## src/rtl/regfile_test_loader.sv

```systemverilog
// Preloads the processor register file through its test port while holding the
// processor in reset; optional clear of r1..r31 and per-entry read-back verify.
//
// state   | meaning
// --------+-----------------------------------------------------------
// S_IDLE  | processor held in reset, regfile port released, waiting for start
// S_CLEAR | writing zero to r1..r31, one register per cycle
// S_LOAD  | accepting stream entries, each written on its accepting edge
// S_CHECK | reading back the last written register and comparing
// S_DONE  | processor released, load finished until next start or reset
module regfile_test_loader #(
    parameter int DATA_W = 32,
    parameter int REG_W  = 5,
    parameter int ERR_W  = 8
) (
    input  logic              clock,
    input  logic              reset,
    input  logic              start,
    input  logic              clear_en,
    input  logic              verify_en,
    input  logic              in_valid,
    output logic              in_ready,
    input  logic [REG_W-1:0]  in_reg,
    input  logic [DATA_W-1:0] in_data,
    input  logic              in_last,
    output logic              test,
    output logic              proc_reset,
    output logic              t_ctrl_writeEnable,
    output logic [REG_W-1:0]  t_ctrl_writeReg,
    output logic [DATA_W-1:0] t_data_writeReg,
    output logic [REG_W-1:0]  t_ctrl_readRegA,
    input  logic [DATA_W-1:0] t_data_readRegA,
    output logic              busy,
    output logic              done,
    output logic [ERR_W-1:0]  err_count,
    output logic [REG_W-1:0]  err_reg
);

    typedef enum logic [2:0] {
        S_IDLE,
        S_CLEAR,
        S_LOAD,
        S_CHECK,
        S_DONE
    } state_t;

    state_t              state_q, state_d;
    logic [REG_W-1:0]    cnt_q, cnt_d;
    logic                ver_en_q, ver_en_d;
    logic [REG_W-1:0]    idx_q, idx_d;
    logic [DATA_W-1:0]   data_q, data_d;
    logic                last_q, last_d;
    logic [ERR_W-1:0]    err_count_q, err_count_d;
    logic [REG_W-1:0]    err_reg_q, err_reg_d;

    always_ff @(posedge clock) begin
        if (reset) begin
            state_q     <= S_IDLE;
            cnt_q       <= '0;
            ver_en_q    <= 1'b0;
            idx_q       <= '0;
            data_q      <= '0;
            last_q      <= 1'b0;
            err_count_q <= '0;
            err_reg_q   <= '0;
        end else begin
            state_q     <= state_d;
            cnt_q       <= cnt_d;
            ver_en_q    <= ver_en_d;
            idx_q       <= idx_d;
            data_q      <= data_d;
            last_q      <= last_d;
            err_count_q <= err_count_d;
            err_reg_q   <= err_reg_d;
        end
    end

    always_comb begin
        state_d            = state_q;
        cnt_d              = cnt_q;
        ver_en_d           = ver_en_q;
        idx_d              = idx_q;
        data_d             = data_q;
        last_d             = last_q;
        err_count_d        = err_count_q;
        err_reg_d          = err_reg_q;
        t_ctrl_writeEnable = 1'b0;
        t_ctrl_writeReg    = '0;
        t_data_writeReg    = '0;
        t_ctrl_readRegA    = '0;

        case (state_q)
            S_IDLE, S_DONE: begin
                if (start) begin
                    ver_en_d    = verify_en;
                    err_count_d = '0;
                    err_reg_d   = '0;
                    cnt_d       = REG_W'(1);
                    state_d     = clear_en ? S_CLEAR : S_LOAD;
                end
            end
            S_CLEAR: begin
                t_ctrl_writeEnable = 1'b1;
                t_ctrl_writeReg    = cnt_q;
                if (cnt_q == '1) begin
                    state_d = S_LOAD;
                end else begin
                    cnt_d = cnt_q + REG_W'(1);
                end
            end
            S_LOAD: begin
                if (in_valid) begin
                    idx_d  = in_reg;
                    data_d = in_data;
                    last_d = in_last;
                    // r0 is hardwired zero: consume the entry without writing it
                    if (in_reg != '0) begin
                        t_ctrl_writeEnable = 1'b1;
                        t_ctrl_writeReg    = in_reg;
                        t_data_writeReg    = in_data;
                    end
                    if (ver_en_q && (in_reg != '0)) begin
                        state_d = S_CHECK;
                    end else if (in_last) begin
                        state_d = S_DONE;
                    end
                end
            end
            S_CHECK: begin
                t_ctrl_readRegA = idx_q;
                if (t_data_readRegA != data_q) begin
                    if (err_count_q != '1) begin
                        err_count_d = err_count_q + ERR_W'(1);
                    end
                    if (err_count_q == '0) begin
                        err_reg_d = idx_q;
                    end
                end
                state_d = last_q ? S_DONE : S_LOAD;
            end
            default: state_d = S_IDLE;
        endcase
    end

    assign busy       = (state_q == S_CLEAR) || (state_q == S_LOAD) || (state_q == S_CHECK);
    assign test       = busy;
    assign proc_reset = (state_q != S_DONE);
    assign done       = (state_q == S_DONE);
    assign in_ready   = (state_q == S_LOAD);
    assign err_count  = err_count_q;
    assign err_reg    = err_reg_q;

endmodule

```

## config.mk

```make
export PLATFORM = sky130hd
export DESIGN_NAME = regfile_test_loader
export DESIGN_NICKNAME = d
export VERILOG_FILES = /design/src/rtl/regfile_test_loader.sv
export SDC_FILE = /design/constraint.sdc
export NUM_CORES = 1
export LEC_CHECK = 0
export CAP_MARGIN = 10
export CORE_MARGIN = 2
export CORE_UTILIZATION = 45
export CTS_CLUSTER_DIAMETER = 80
export DETAILED_ROUTE_END_ITERATION = 12
export PLACE_DENSITY = 0.84
export SKIP_LAST_GASP = 1
export SYNTH_ARGS = -nofsm -noshare
export SYNTH_HDL_FRONTEND = slang
export SYNTH_SLANG_ARGS = --single-unit
```

## constraint.sdc

```tcl
create_clock -name clock -period 3.47 [get_ports clock]
set_input_delay 0.347 -clock clock [delete_from_list [all_inputs] [get_ports clock]]
set_output_delay 0.347 -clock clock [all_outputs]
set_load 0.01 [all_outputs]
```

After elaboration in Yosys (flattened, before gate mapping)
Cells that the tools add are included.
{ "op_classes": {"add_sub_neg": 2, "eq_ne": 16, "muxes": 29, "reduce_logical": 15} }
{ "ops": {"columns": ["op", "count"], "rows": [
  ["32-bit 2-to-1 mux", 3],
  ["5-bit 2-to-1 mux", 8],
  ["32-bit inequality test", 1],
  ["5-bit one-hot mux with 2 select lines", 3],
  ["8-bit 2-to-1 mux", 3],
  ["3-bit 2-to-1 mux", 6],
  ["8-bit one-hot mux with 2 select lines", 1],
  ["2-bit inequality test (second input constant)", 7],
  ["3-bit one-hot mux with 4 select lines", 1],
  ["4-bit AND reduction", 3],
  ["8-bit by 1-bit adder with 8-bit output (second input constant)", 1],
  ["8-bit logical NOT", 1],
  ["8-bit inequality test (second input constant)", 1],
  ["3-bit by 2-bit == test with 1-bit output (second input constant)", 2],
  ["5-bit by 1-bit adder with 5-bit output (second input constant)", 1],
  ["5-bit == test (second input constant)", 1],
  ["5-bit nonzero test", 1],
  ["2-bit AND reduction", 2],
  ["2-bit nonzero test", 2],
  ["3-bit by 1-bit == test with 1-bit output (second input constant)", 1],
  ["3-bit == test (second input constant)", 1],
  ["3-bit logical NOT", 1],
  ["3-bit by 1-bit inequality test with 1-bit output (second input constant)", 1],
  ["3-bit inequality test (second input constant)", 1],
  ["other kinds (7)", 9]
]} }
{ "totals": {"regBits": 60, "in_bits": 76, "out_inout_bits": 61, "wordCells": 70} }

Logic depth before layout (Yosys ltp)
{ "depth": {"depth_word": 5, "ltp_mapped": 9} }

Worst setup path after synthesis
Ideal clock, no wire load.
{ "synth_path": {"path_kind": "reg-to-output", "start": "reg state_q[1]", "end": "out t_data_writeReg[10]", "t_arrival_ns": 1.522, "slack_ns": 1.601, "stages_incl_launch_ff": 7, "path_cell_list": "dfxtp_1 > or2b_1 > nor2_2 > nand2_1 > nor2_1 > clkbuf_1 > and2_1"} }
{ "synth_via": {"elab_chain_len": 2} }
{ "synth_rtl": {"columns": ["element", "line", "text"], "rows": [
  ["start: declaration", "47", "state_t state_q, state_d;"],
  ["start signal: assignment", "67", "state_q <= state_d;"],
  ["3-bit by 2-bit == test with 1-bit output", null, null],
  ["net in_ready", "22", "output logic in_ready,"],
  ["32-bit 2-to-1 mux", "92", "case (state_q)"],
  ["end: declaration", "30", "output logic [DATA_W-1:0] t_data_writeReg,"]
]} }
The timed path passes the listed nets, and every way through them passes these cells.

Worst setup path in the final report
{ "layout_path": {"start": "reg state_q[1]", "end": "out t_data_writeReg[9]"} }
{ "layout_via": {"elab_chain_len": 2} }
{ "layout_rtl": {"columns": ["element", "line"], "rows": [
  ["3-bit by 2-bit == test with 1-bit output", "92"],
  ["32-bit 2-to-1 mux", "92"]
]} }
Every way passes these cells.

==> impl_metrics.json <==
{
  "crit_required_ns": 3.12,
  "via_per_inst": 5.118,
  "finalWirelength_microns": 9359,
  "drt_iter0_drc": 148,
  "finalSetupViolCount": 0,
  "fillers": 596,
  "power.internal_mw": 1.498,
  "h-tree-depth": 3,
  "crit_arrival_ns": 2.50,
  "ir_worst_vdd_mv": 0.2524,
  "mostFrequentLayoutCells": "135 x clkdlybuf4s50_1, 95 x nand2_1, 60 x dfxtp_1, 51 x a21oi_1, 41 x and2_1",
  "worstSetupPathType": "register to output port",
  "coreArea_sq_um": 7176,
  "ant_nets": 0,
  "largest_reg_flops": 32,
  "clk_root_buffer_cell": "clkbuf_8",
  "placementRows": 31,
  "cts_tree": "done",
  "antenna_found_initial": 0,
  "grt_pass1_vias": 3180,
  "seq_power_share_pct": 37.3,
  "synthCells": 414,
  "synth_cell_types": 54,
  "fmaxAchievable_mhz": 351.1,
  "yosys_most_used_dff": "dfxtp_1",
  "grtUsageMet1_pct": 29.37,
  "cp-start-kind": "register",
  "grt_pass1_wl_microns": 15080,
  "yosys_warnings": 0,
  "wl_per_cell_microns": 14.56,
  "p_sw_mw": 0.7645,
  "io_buffers": 136,
  "hp-start": "idx_q[4]",
  "synth_area_sq_um": 3306,
  "grt_start_max_net_pins": 39,
  "reg2reg_setup_slack_ns": 1.22,
  "dp_hpwl_microns": 7016,
  "die_w_microns": 89.71,
  "combPwrFrac_pct": 38.2,
  "clock_sinks": 60,
  "synthToLayoutAreaGrowth_pct": 46.33,
  "r2r-start": "state_q[0]",
  "post_cts_resized": 0,
  "clock_path_buffers": 2,
  "ios": 137,
  "postCtsSetupRepairBufs": 0,
  "nets": 620,
  "gp_congestion": 0.8387,
  "multi_input_area_sq_um": 1938,
  "rsz0062_at_grt": "no",
  "maxCapViolations": 0,
  "cp_max_fo": 33,
  "slew_viol_final": 0,
  "power_density_nw_per_um2": 467.8,
  "fin_crit_sh_pct": 82.07,
  "p_sw_share_pct": 33.79,
  "largest-register": "data_q",
  "fin_crit_ns": 2.848,
  "clkTransAtPathRegs_ns": 0.06,
  "layout_commonest_cell": "clkdlybuf4s50_1",
  "fin_ws_ns": 0.6220,
  "finClkSkew_ns": 0.005322,
  "grt_overflow_total": 0,
  "timing.final.hold_violations": 0,
  "met3_usage_pct": 4.191,
  "cts_buffers": 9,
  "use_met2_pct": 37.56,
  "antenna_cells": 0,
  "ys_ff_latch": 60,
  "synth_seq_area_share_pct": 36.34,
  "ff2ff_path_depth": 6,
  "synth_nets": 494,
  "cts-hold-fix-buffers": 0,
  "syn_avg_cell_area_sq_um": 7.985,
  "die_area_sq_um": 8048,
  "synthArstFlopShare_pct": 0,
  "pre_cts_ws_ns": 0.6690,
  "slew_headroom_pct": 56.42,
  "power_mw": 2.263,
  "tns_ns": 0,
  "clkLatencyLatePin_ns": 0.33,
  "grtUsageTotal_pct": 22.97,
  "vias": 3291,
  "crit_path_end_kind": "output port",
  "tightest_slew_ns": 0.6536,
  "hold_path_end": "idx_q[4]",
  "rr_endpoint": "err_count[0]",
  "drc": 0,
  "min_path_cells": 2,
  "drive_gt1_share_pct": 6.618,
  "synth_edf_count": 0,
  "drt_first_pass_iters": 4,
  "leakagePower_nw": 1.720,
  "hold_class": "register to register",
  "die-height_microns": 89.71,
  "clock_power_share_pct": 24.5,
  "seqCellArea_sq_um": 1201,
  "top_usage_layer": "met2",
  "initial_core_util_pct": 46.07,
  "status": "complete, no violations"
}
-- through the flow --
stage | instances | util [%] | area, sq um | hold WS, ns
floorplan | 414 | - | 3306 | 0.4317
global placement | 628 | 65.06 | 4668 | 0.4408
detailed placement | 628 | 65.06 | 4668 | 0.4473
CTS | 643 | 67.41 | 4837 | 0.4560
global route | 643 | 67.41 | 4837 | 0.4832
finish | 643 | 67.41 | 4837 | 0.4554
-- synth_stat cells, types with 4 or more instances --
cell	count	share of area [%]
nor4_1	4	0.76
nand2_1	95	11
ha_1	4	1.5
dfxtp_1	60	36
nor2_1	23	2.6
xnor2_1	31	8.2
or3_1	4	0.76
o21ai_0	8	1.2
nand4_1	9	1.7
and2_1	41	7.8
a21oi_1	51	7.7
clkbuf_1	11	1.2
buf_2	7	1.1
nor3_1	4	0.61
mux2i_1	6	1.8
-- how the worst max path moves through the flow --
stage / startpoint / to / slack (ns) / depth (start not counted)
after floorplan: state_q[1] / t_data_writeReg[10] / 1.60 / 6
after detailed placement: in_reg[1] / t_ctrl_writeEnable / 0.67 / 7
final: state_q[1] / t_data_writeReg[9] / 0.62 / 8
after CTS: state_q[1] / t_data_writeReg[9] / 0.58 / 8
after global placement: in_reg[1] / t_ctrl_writeEnable / 0.71 / 7
after global routing: state_q[1] / t_data_writeReg[9] / 0.44 / 8
-- routing by layer --
layer  part of all wire, %  wire (microns)
met5                     0               0
met4                   2.5             238
met3                   5.2             489
met2                    48            4521
met1                    44            4109
-- cell families (layout without fill, tap and decap cells) --
group / after synthesis / in the layout / synth area share [%]
AOI/OAI and AO/OA: 71 / 71 / 13.29
xor gates and xnor gates: 34 / 34 / 9.008
adders and majority gates: 4 / 4 / 1.514
buffers and inverters: 29 / 159 / 5.034
DFF: 60 / 60 / 36.34
muxes: 7 / 7 / 2.158
and+or+nand+nor: 209 / 209 / 32.66
-- power groups by stage --
stage	Clock, mW	Combinational [mW]	Sequential, mW
2_1_floorplan	0	0.569	0.825
3_3_place_gp	0	0.844	0.853
3_5_place_dp	0	0.864	0.859
4_1_cts	0.563	0.871	0.843
5_1_grt	0.592	0.947	0.856
6_report	0.554	0.865	0.845
-- layout make-up --
type	count	share of cell area, %
tap	99	2.561
inverter	3	0.2328
clock buffer	13	3.285
multi-input combinational	325	40.07
clock inverter	2	0.2069
timing repair buffer	141	28.82
sequential	60	24.83
-- critical path, cell delays in order, from the launching register on --
cell	delay (ns)
dfxtp_1	0.31
buf_4	0.19
or2b_1	0.30
nor2_2	0.17
nand2_1	0.10
nor2_1	0.11
buf_4	0.26
and2_1	0.17
clkdlybuf4s50_1	0.54
(Power assumes the default switching activity.)
